--- config.mk ---
export PLATFORM = sky130hd
export DESIGN_NAME = fp_align_add_flat
export DESIGN_NICKNAME = d
export VERILOG_FILES = /design/src/rtl/fp_pkg.sv /design/src/rtl/fp_align_add_if.sv /design/src/rtl/fp_align_add_mant_addsub.sv /design/src/rtl/fp_align_add.sv /design/src/flat_wrapper.sv
export SDC_FILE = /design/constraint.sdc
export NUM_CORES = 1
export LEC_CHECK = 0
export CORE_UTILIZATION = 50
export CTS_CLUSTER_DIAMETER = 150
export CTS_CLUSTER_SIZE = 12
export DETAILED_ROUTE_END_ITERATION = 6
export GPL_ROUTABILITY_DRIVEN = 0
export GPL_TIMING_DRIVEN = 0
export PLACE_DENSITY = 0.81
export SLEW_MARGIN = 20
export SYNTH_ARGS = -nofsm -noshare
export SYNTH_HDL_FRONTEND = slang
export SYNTH_SLANG_ARGS = --single-unit
--- constraint.sdc ---
create_clock -name clkAdd -period 2.6 [get_ports clkAdd]
set_input_delay 0.26 -clock clkAdd [delete_from_list [all_inputs] [get_ports clkAdd]]
set_output_delay 0.26 -clock clkAdd [all_outputs]
set_load 0.005 [all_outputs]
--- src/rtl/fp_pkg.sv ---
// fp_pkg: shared exponent width and alignment FSM state encoding.
package fp_pkg;
    localparam int EXP_W = 5;
    typedef enum logic [1:0] {
        IDLE  = 2'd0,
        ALIGN = 2'd1,
        ADD   = 2'd2
    } state_t;
endpackage

--- src/rtl/fp_align_add_if.sv ---
// fp_align_add_if: operand request and result bundle for the alignment/add stage.
interface fp_align_add_if
    import fp_pkg::*;
#(
    parameter int SIZE = 10
);
    logic             start;
    logic             signA;
    logic             signB;
    logic [SIZE-2:0]  mantA;
    logic [SIZE-2:0]  mantB;
    logic [EXP_W-1:0] expA;
    logic [EXP_W-1:0] expB;
    logic             busy;
    logic             done;
    logic             sumSign;
    logic [SIZE-1:0]  sumMant;
    logic [EXP_W-1:0] sumExp;
    logic             zero;

    modport master (
        output start, signA, signB, mantA, mantB, expA, expB,
        input  busy, done, sumSign, sumMant, sumExp, zero
    );

    modport slave (
        input  start, signA, signB, mantA, mantB, expA, expB,
        output busy, done, sumSign, sumMant, sumExp, zero
    );
endinterface

--- src/rtl/fp_align_add_mant_addsub.sv ---
// mant_addsub: combinational magnitude add/subtract with carry headroom bit.
module mant_addsub #(
    parameter int SIZE = 10
) (
    input  logic [SIZE-2:0] a,
    input  logic [SIZE-2:0] b,
    input  logic            sub,
    output logic [SIZE-1:0] mag,
    output logic            a_ge,
    output logic            zero
);
    always_comb begin
        a_ge = a >= b;
        mag  = sub ? (a_ge ? {1'b0, a} - {1'b0, b} : {1'b0, b} - {1'b0, a}) : {1'b0, a} + {1'b0, b};
        zero = mag == '0;
    end
endmodule

--- src/rtl/fp_align_add.sv ---
// fp_align_add: sequential exponent alignment (one bit per clock) then magnitude add/subtract.
module fp_align_add
    import fp_pkg::*;
#(
    parameter int SIZE = 10
) (
    input  logic           clkAdd,
    input  logic           reset,
    fp_align_add_if.slave  bus
);
    localparam logic [EXP_W-1:0] SAT = EXP_W'(SIZE - 1);

    state_t           state, nxt;
    logic             sgn_big, sgn_small, sub;
    logic [SIZE-2:0]  m_big, m_small;
    logic [EXP_W-1:0] e_big, cnt, diff;
    logic             swap, a_ge, z;
    logic [SIZE-1:0]  mag;

    mant_addsub #(.SIZE(SIZE)) u_addsub (
        .a    (m_big),
        .b    (m_small),
        .sub  (sub),
        .mag  (mag),
        .a_ge (a_ge),
        .zero (z)
    );

    always_comb begin
        swap = bus.expB > bus.expA;
        diff = swap ? bus.expB - bus.expA : bus.expA - bus.expB;
        sub  = sgn_big != sgn_small;
        nxt  = state == IDLE  ? (bus.start ? ((diff == '0 || diff >= SAT) ? ADD : ALIGN) : IDLE)
             : state == ALIGN ? (cnt == EXP_W'(1) ? ADD : ALIGN)
             : IDLE;
    end

    always_ff @(posedge clkAdd or posedge reset)
        if (reset) state <= IDLE;
        else       state <= nxt;

    always_ff @(posedge clkAdd or posedge reset) begin
        if (reset) begin
            bus.busy    <= 1'b0;
            bus.done    <= 1'b0;
            bus.sumSign <= 1'b0;
            bus.sumMant <= '0;
            bus.sumExp  <= '0;
            bus.zero    <= 1'b0;
            sgn_big     <= 1'b0;
            sgn_small   <= 1'b0;
            m_big       <= '0;
            m_small     <= '0;
            e_big       <= '0;
            cnt         <= '0;
        end else begin
            bus.busy <= nxt != IDLE;
            bus.done <= state == ADD;
            if (state == IDLE && bus.start) begin
                sgn_big   <= swap ? bus.signB : bus.signA;
                sgn_small <= swap ? bus.signA : bus.signB;
                m_big     <= swap ? bus.mantB : bus.mantA;
                // a shift of SIZE-1 or more would clear every bit anyway
                m_small   <= diff >= SAT ? '0 : (swap ? bus.mantA : bus.mantB);
                e_big     <= swap ? bus.expB : bus.expA;
                cnt       <= diff;
            end else if (state == ALIGN) begin
                m_small <= m_small >> 1;
                cnt     <= cnt - 1'b1;
            end else if (state == ADD) begin
                bus.sumMant <= mag;
                bus.zero    <= z;
                bus.sumSign <= z ? 1'b0 : (sub && !a_ge ? sgn_small : sgn_big);
                bus.sumExp  <= z ? '0 : e_big;
            end
        end
    end
endmodule

--- src/flat_wrapper.sv ---
// flat-port wrapper written by rule: the top's interface ports become plain ports
module fp_align_add_flat import fp_pkg::*;
#(
    parameter int SIZE = 10
)
  (clkAdd, reset, bus_start, bus_signA, bus_signB, bus_mantA, bus_mantB, bus_expA, bus_expB, bus_busy, bus_done, bus_sumSign, bus_sumMant, bus_sumExp, bus_zero);
  fp_align_add_if #(.SIZE(SIZE)) bus_i ();
  input  logic clkAdd;
  input  logic reset;
  input wire logic [$bits(bus_i.start)-1:0] bus_start;
  input wire logic [$bits(bus_i.signA)-1:0] bus_signA;
  input wire logic [$bits(bus_i.signB)-1:0] bus_signB;
  input wire logic [$bits(bus_i.mantA)-1:0] bus_mantA;
  input wire logic [$bits(bus_i.mantB)-1:0] bus_mantB;
  input wire logic [$bits(bus_i.expA)-1:0] bus_expA;
  input wire logic [$bits(bus_i.expB)-1:0] bus_expB;
  output wire logic [$bits(bus_i.busy)-1:0] bus_busy;
  output wire logic [$bits(bus_i.done)-1:0] bus_done;
  output wire logic [$bits(bus_i.sumSign)-1:0] bus_sumSign;
  output wire logic [$bits(bus_i.sumMant)-1:0] bus_sumMant;
  output wire logic [$bits(bus_i.sumExp)-1:0] bus_sumExp;
  output wire logic [$bits(bus_i.zero)-1:0] bus_zero;
  assign bus_i.start = bus_start;
  assign bus_i.signA = bus_signA;
  assign bus_i.signB = bus_signB;
  assign bus_i.mantA = bus_mantA;
  assign bus_i.mantB = bus_mantB;
  assign bus_i.expA = bus_expA;
  assign bus_i.expB = bus_expB;
  assign bus_busy = bus_i.busy;
  assign bus_done = bus_i.done;
  assign bus_sumSign = bus_i.sumSign;
  assign bus_sumMant = bus_i.sumMant;
  assign bus_sumExp = bus_i.sumExp;
  assign bus_zero = bus_i.zero;
  fp_align_add #(.SIZE(SIZE)) u_core (.clkAdd(clkAdd), .reset(reset), .bus(bus_i));
endmodule
==> impl_results.md, run 1 <==
* Placeable Area at 0.00818 mm2
* Nets at 659
* IO Pins at 52
* Overall Global Routing Usage at 29.2%
* Most frequent cell after synthesis: nand2_1
* Max Cap Viol at 0
* Switching power at 4.57 mW
* Area contributors post-synth: dfrtp_1 (30%), ha_1 (11%), mux2i_1 (7.1%), nand2_1 (4.7%), o21ai_0 (4.6%)
* CP peak stage delay at 410 ps
* Hpwl dp at 8310 um
* Crit. End Element: register
* First-pass GRT wire length at 20000 um
* Post-place setup slack at -759 ps
* Initial antenna violation count at 0
* Period Utilization, post-route at 115%
* Die area at 0.00881 mm2
* Rows at 33
* HP Class: input pin to async pin
* Switching part of the total at 49.1%
* CP max stage cell: dfrtp_1
* Leakage at 2.56 nW
* Worst setup SP type: register
* Average size of a mapped cell at 8.77 um2
* Grt ovf at 0
* DRC violations left at 0
* Layout cell share with drive strength beyond 1 at 25.7%
* Post-synth top cells: nand2_1 (53), dfrtp_1 (51), inv_1 (44), o21ai_0 (39), ha_1 (38)
* Most Crowded Layer GR: met2
* Clock Sink Count at 51
* Fin. max-slew vios at 0
* Register area at 0.00128 mm2
* # diodes at 0
* CTS root buffer: clkbuf_8
* Skew-Pair Late Insertion Delay at 330 ps
* Post-route cell area at 0.00578 mm2
* Cell taking the most area after synthesis: dfrtp_1
* Worst path cell trace: inv_1 -> ha_1 -> buf_6 -> nand3_4 -> o31ai_4 -> a21oi_4 -> nand2_4 -> buf_4 -> a31oi_2 -> xnor2_2 -> and3_1 -> and4_1 -> buf_6 -> a211oi_2
* Largest net degree at the start of global routing at 34
* Clock buffer count from CTS at 5
* Flop pwr share at 15.9%
* Drt pass-1 iters at 7
* Failing checks: setup timing
* Final Critical Period at 2990 ps
* Worst-path clk slew at 120 ps
* Worst Slack Setup Final at -387 ps
* DR iter-0 viols at 435
* Worst path most repeated cell: buf_6
* CP top delay family: simple AND/OR/NAND/NOR gates
* Slew margin rel. at 60.6%
* Grt met3 use at 5.74%
* Pin slew with the least headroom to its limit at 584 ps
* Crit Path Category: register to register
* Maximum vdd drop at 0.618 mV
* Die H at 93.9 um
* Status: finished with violations
* Syn_nets at 557
* WP buf/inv at 4
* CP required at 2790 ps
* Vias in the first global route at 4091
* Cell Int Power at 4.74 mW
* #FFs+latches synth at 51
* Post-synthesis sequential area ratio at 30.2%
* Power Dens Cells at 1610 mW/mm2
* GR Util met2 at 49.3%
* Comb pwr share at 78.5%
* Antenna-violating nets left at 0
* Synth cell types at 64
* Die Wd at 93.9 um
* Vias after detailed routing at 4318
* Setup TNS at -2860 ps
* Mapped Cells at 481
* Port Buffers at 51
* Wire length per cell at 19.8 um
* GRT met1 Usage at 36.4%
* Syn-to-layout area delta at 37.1%
* Ys Warns at 0
* Synth top area share at 30.2%
* Synth Cell Area at 0.00422 mm2
* # hold bufs at CTS at 0
* Fin. Hold Viols at 0
* Worst path depth at 14
* CP arrival at 3180 ps
* Multi-input logic area at 0.00308 mm2
* Final setup violation count at 11
* CTS tree: built
* Max clock buf depth at 2
* Top_reg_cell synth: dfrtp_1
* CTS HTree Levels at 2
* Fraction of registers with async set or reset after synthesis at 100%
* Placed instance area at 0.00493 mm2
* Post-synth EDFFs at 0
* Fmax at 0.335 GHz
* Clk pwr share at 5.7%
* RSZ-0062 raised after global routing: yes
* Worst Clk Skew at 12.0 ps
* Via/cell ratio at 6.27
* CP Max Fanout at 10
* Reg2reg path depth at 14
* Filler cells at 553
* Starting Density at 51.6%
* WL final at 13600 um
==> sequential cells by signal (all words and copies together) (netlist names) <==
register            count
u_core.bus.sumMant     10
u_core.m_big            9
u_core.m_small          9
u_core.bus.sumExp       5
u_core.cnt              5
u_core.e_big            5
u_core.state            2
u_core.bus.busy         1
u_core.bus.done         1
u_core.bus.sumSign      1
u_core.bus.zero         1
u_core.sgn_big          1
u_core.sgn_small        1
==> logic make-up (layout without fill, tap and decap cells) <==
| kind of cell | count (synthesis) | after routing | share of synthesized area, % |
|---|---|---|---|
| AOI/OAI and AO/OA | 140 | 141 | 23.5 |
| and+or+nand+nor | 137 | 137 | 16.1 |
| buffers and inverters | 67 | 169 | 6.61 |
| DFF | 51 | 51 | 30.2 |
| adders and majority gates | 43 | 43 | 13.6 |
| muxes | 31 | 31 | 7.38 |
| xor gates and xnor gates | 12 | 12 | 2.49 |
==> worst paths after layout <==
| check | endpoint | slack, ps | from |
|---|---|---|---|
| worst max-delay path | u_core.bus.sumSign | -390 | u_core.m_small[5] |
| worst min-delay path | u_core.bus.sumMant[5] | 240 | reset |
| worst max register to register | u_core.bus.sumSign | -390 | u_core.m_small[5] |
| worst min register to register | u_core.bus.sumMant[5] | 490 | u_core.bus.sumMant[5] |
| max in group asynchronous | u_core.m_small[1] | 1810 | reset |
| min in group clkAdd | u_core.e_big[0] | 340 | bus_expB[0] |
==> repair_timing <==
action | 4_1_cts | 5_1_grt
pin swaps | 23 | 21
endpoints found under the setup margin | 37 | 38
gates cloned | 1 | 0
gates resized for setup | 48 | 49
buffers inserted | 31 | 14
==> layout make-up <==
cell class	count	share of cell area [%]
clock buffer	5	1.19
clock inverter	3	0.476
sequential	51	22.1
inverter	44	2.92
timing repair buffer	94	15.2
multi-input combinational	364	53.3
buffer	23	2.49
tap	105	2.27
==> power by group through the flow <==
stage / registers (mW) / clock network, mW / logic, mW
2_1_floorplan: 1.43 / 0 / 3.63
3_3_place_gp: 1.47 / 0 / 4.73
3_5_place_dp: 1.50 / 0 / 4.87
4_1_cts: 1.44 / 0.516 / 6.17
5_1_grt: 1.51 / 0.564 / 7.75
6_report: 1.48 / 0.527 / 7.30
==> metal layers <==
| metal | up-vias | wire, um |
|---|---|---|
| met3 | 83 | 1030 |
| met2 | 280 | 6590 |
| met1 | 2054 | 5300 |
| met4 | 0 | 705 |
| li1 | 1901 | - |
| met5 | - | 0 |
==> placed cells by master, fill, tap and decap left out, drive strengths merged, types with 7 or more instances in the layout <==
master	instances
dfrtp	51
a21oi	33
nand2	54
and3	7
inv	44
a21o	7
a211oi	8
nand3	18
buf	53
o21ai	44
mux2i	30
clkdlybuf4s50	47
o221ai	9
clkbuf	18
nor2b	7
nor2	30
ha	38
==> through the flow <==
step	utilization [%]	hold WS [ps]	power, mW	std cells
finish	70.8	243	9.31	689
global route	70.8	276	9.82	689
CTS	67.3	244	8.13	678
detailed placement	60.3	467	6.37	638
global placement	60.0	460	6.20	637
floorplan	-	450	5.06	481
(Power assumes the default switching activity.)
==> run 2, diff against run 1 <==
SKIP_LAST_GASP = 1   (was not set)
==> impl_results.md, run 2 (synthesis gave the netlist of run 1 again) <==
* Status: finished with violations (unchanged)
* Failing checks: setup timing (unchanged)
* Grt ovf at 0 (unchanged)
* Fmax at 0.336 GHz (was 0.335 GHz)
* Fin. Hold Viols at 0 (unchanged)
* CP peak stage delay at 460 ps (was 410 ps)
* Post-place setup slack at -759 ps (unchanged)
* Placeable Area at 0.00818 mm2 (unchanged)
* Commonest non-fill, non-tap cell in the layout: nand2_1 (unchanged)
* Power Dens Cells at 1610 mW/mm2 (about the same)
* IO Pins at 52 (unchanged)
* RSZ-0062 raised after global routing: yes (unchanged)
* Crit. End Element: register (unchanged)
* CP top delay family: compound AO/OA/AOI/OAI gates (was simple AND/OR/NAND/NOR gates)
* Die area at 0.00881 mm2 (unchanged)
* Drt pass-1 iters at 6 (was 7)
* Via/cell ratio at 6.39 (was 6.27)
* First-pass GRT wire length at 20000 um (about the same)
* Clock Sink Count at 51 (unchanged)
* WL final at 13800 um (was 13600 um)
* CP required at 2790 ps (about the same)
* Initial antenna violation count at 0 (unchanged)
* Clock buffer count from CTS at 5 (unchanged)
* Multi-input logic area at 0.00310 mm2 (was 0.00308 mm2)
* Rows at 33 (unchanged)
* Commonest non-fill, non-tap cells in the layout: nand2_1 (53), dfrtp_1 (48), clkdlybuf4s50_1 (47), buf_4 (42), inv_1 (35) (unchanged)
* Max Cap Viol at 0 (unchanged)
* Starting Density at 51.6% (unchanged)
* Max clock buf depth at 2 (unchanged)
* Pin slew with the least headroom to its limit at 587 ps (was 584 ps)
* Crit Path Category: register to register (unchanged)
* DRC violations left at 0 (unchanged)
* Worst Clk Skew at 15.9 ps (was 12.0 ps)
* CP max stage cell: dfrtp_1 (unchanged)
* Worst setup SP type: register (unchanged)
* Register area at 0.00128 mm2 (unchanged)
* Fin. max-slew vios at 0 (unchanged)
* CTS tree: built (unchanged)
* Final setup violation count at 9 (was 11)
* Overall Global Routing Usage at 29.1% (was 29.2%)
* Max reg flops at 10 (unchanged)
* # diodes at 0 (unchanged)
* Nets at 659 (unchanged)
* Skew-Pair Late Insertion Delay at 330 ps (about the same)
* CP Max Fanout at 10 (unchanged)
* Largest registers: u_core.bus.sumMant x10, u_core.m_big x9, u_core.m_small x9 (unchanged)
* Leakage at 2.55 nW (was 2.56 nW)
* Vias in the first global route at 4083 (was 4091)
* Die Wd at 93.9 um (unchanged)
* Slew margin rel. at 60.4% (was 60.6%)
* Worst-path clk slew at 120 ps (about the same)
* Maximum vdd drop at 0.622 mV (was 0.618 mV)
* Syn-to-layout area delta at 37.2% (was 37.1%)
* WP buf/inv at 2 (was 4)
* Largest net degree at the start of global routing at 34 (unchanged)
* Vias after detailed routing at 4403 (was 4318)
* Most flops, register: u_core.bus.sumMant (unchanged)
* # hold bufs at CTS at 0 (unchanged)
* Port Buffers at 51 (unchanged)
* HP Class: input pin to async pin (unchanged)
* CTS HTree Levels at 2 (unchanged)
* Post-Route Utilization at 70.8% (about the same)
* Worst path cell trace: ha_4 -> buf_4 -> and3_2 -> o21ai_1 -> a21oi_1 -> nor3_1 -> o211ai_1 -> o311ai_4 -> a21boi_1 -> and4_1 -> buf_6 -> a211oi_2 (was inv_1 -> ha_1 -> buf_6 -> nand3_4 -> o31ai_4 -> a21oi_4 -> nand2_4 -> buf_4 -> a31oi_2 -> xnor2_2 -> and3_1 -> and4_1 -> buf_6 -> a211oi_2)
* Wire length per cell at 20.0 um (was 19.8 um)
* CTS root buffer: clkbuf_8 (unchanged)
* Period Utilization, post-route at 115% (about the same)
* Die H at 93.9 um (unchanged)
* Worst Slack Setup Final at -378 ps (was -387 ps)
* R2r setup slk at -380 ps (was -390 ps)
* Antenna-violating nets left at 0 (unchanged)
* Filler cells at 550 (was 553)
* Hpwl dp at 8310 um (unchanged)
* Final Critical Period at 2980 ps (was 2990 ps)
* DR iter-0 viols at 451 (was 435)
* CP arrival at 3170 ps (was 3180 ps)
* Layout cell share with drive strength beyond 1 at 25.9% (was 25.7%)
[run 2: cell count changes in the layout (fill, tap and decap cells not counted)]
cell	before	now
buf_2	2	3
buf_6	5	4
ha_1	26	25
ha_4	10	11
[run 2: final timing paths]
path                                  startpoint                    end  cells past startpoint
setup / recovery                 u_core.m_big[4]     u_core.bus.sumSign                     12
hold / removal                             reset  u_core.bus.sumMant[5]                      2
setup reg to reg                 u_core.m_big[4]     u_core.bus.sumSign                     12
hold reg to reg            u_core.bus.sumMant[5]  u_core.bus.sumMant[5]                      2
max in group asynchronous                  reset      u_core.m_small[1]                      3
min in group clkAdd                  bus_expB[0]        u_core.e_big[0]                      3
[run 2: worst reg2reg max path: cells and delay by family, from the launching register on]
kind	cells	cell delay, ps
buffers and inverters	2	350
AO/OA/AOI/OAI	6	1080
AND/OR/NAND/NOR	3	600
adder cells (fa/ha/maj)	1	340
flip-flops	1	460
[run 2: what timing repair did]
item | CTS | global route
endpoints found under the setup margin | 37 | 38
hold endpoints to repair | 0 | 0
gates cloned | 1 | 1
pin swaps | 23 | 20
gates resized for setup | 43 | 52
setup buffers | 31 | 12
[run 2: per-layer routing]
layer	global-route usage, %	wire (um)	up-vias
li1	-	-	1913
met1	36.3	5350	2112
met2	49.1	6580	291
met3	5.74	1150	87
met4	11.9	728	0
met5	0	0	-
[run 2: per-stage QoR]
stage	hold slack, ps	area (um2)	power, mW	TNS [ps]	cells
6_report	222	5790	9.34	-2570	689
5_1_grt	260	5790	9.75	-3050	689
4_1_cts	244	5490	8.01	-1600	678
3_5_place_dp	467	4930	6.37	-21930	638
3_3_place_gp	460	4910	6.20	-18650	637
2_1_floorplan	450	4260	5.06	-24.1	481
[run 2: layout make-up]
| class | count | share of cell area (%) |
|---|---|---|
| plain buffers | 23 | 2.48 |
| clock buffers | 5 | 1.19 |
| multi-input cells | 364 | 53.5 |
| clock inverters | 3 | 0.475 |
| well taps | 105 | 2.27 |
| inverters | 44 | 2.92 |
| flip-flops and latches | 51 | 22.1 |
| repair buffers | 94 | 15.1 |
[run 2: where the power goes]
group	leakage, nW	internal (mW)	switching, mW
logic	1.87	3.37	3.98
registers	0.639	1.16	0.312
clock network	0.0463	0.199	0.322
total	2.55	4.73	4.61
==> run 3, diff against run 2 <==
HOLD_SLACK_MARGIN = 0.05   (was not set)
==> results of run 3 <==
The final DEF is identical to that of run 2; final timing and power are the same.
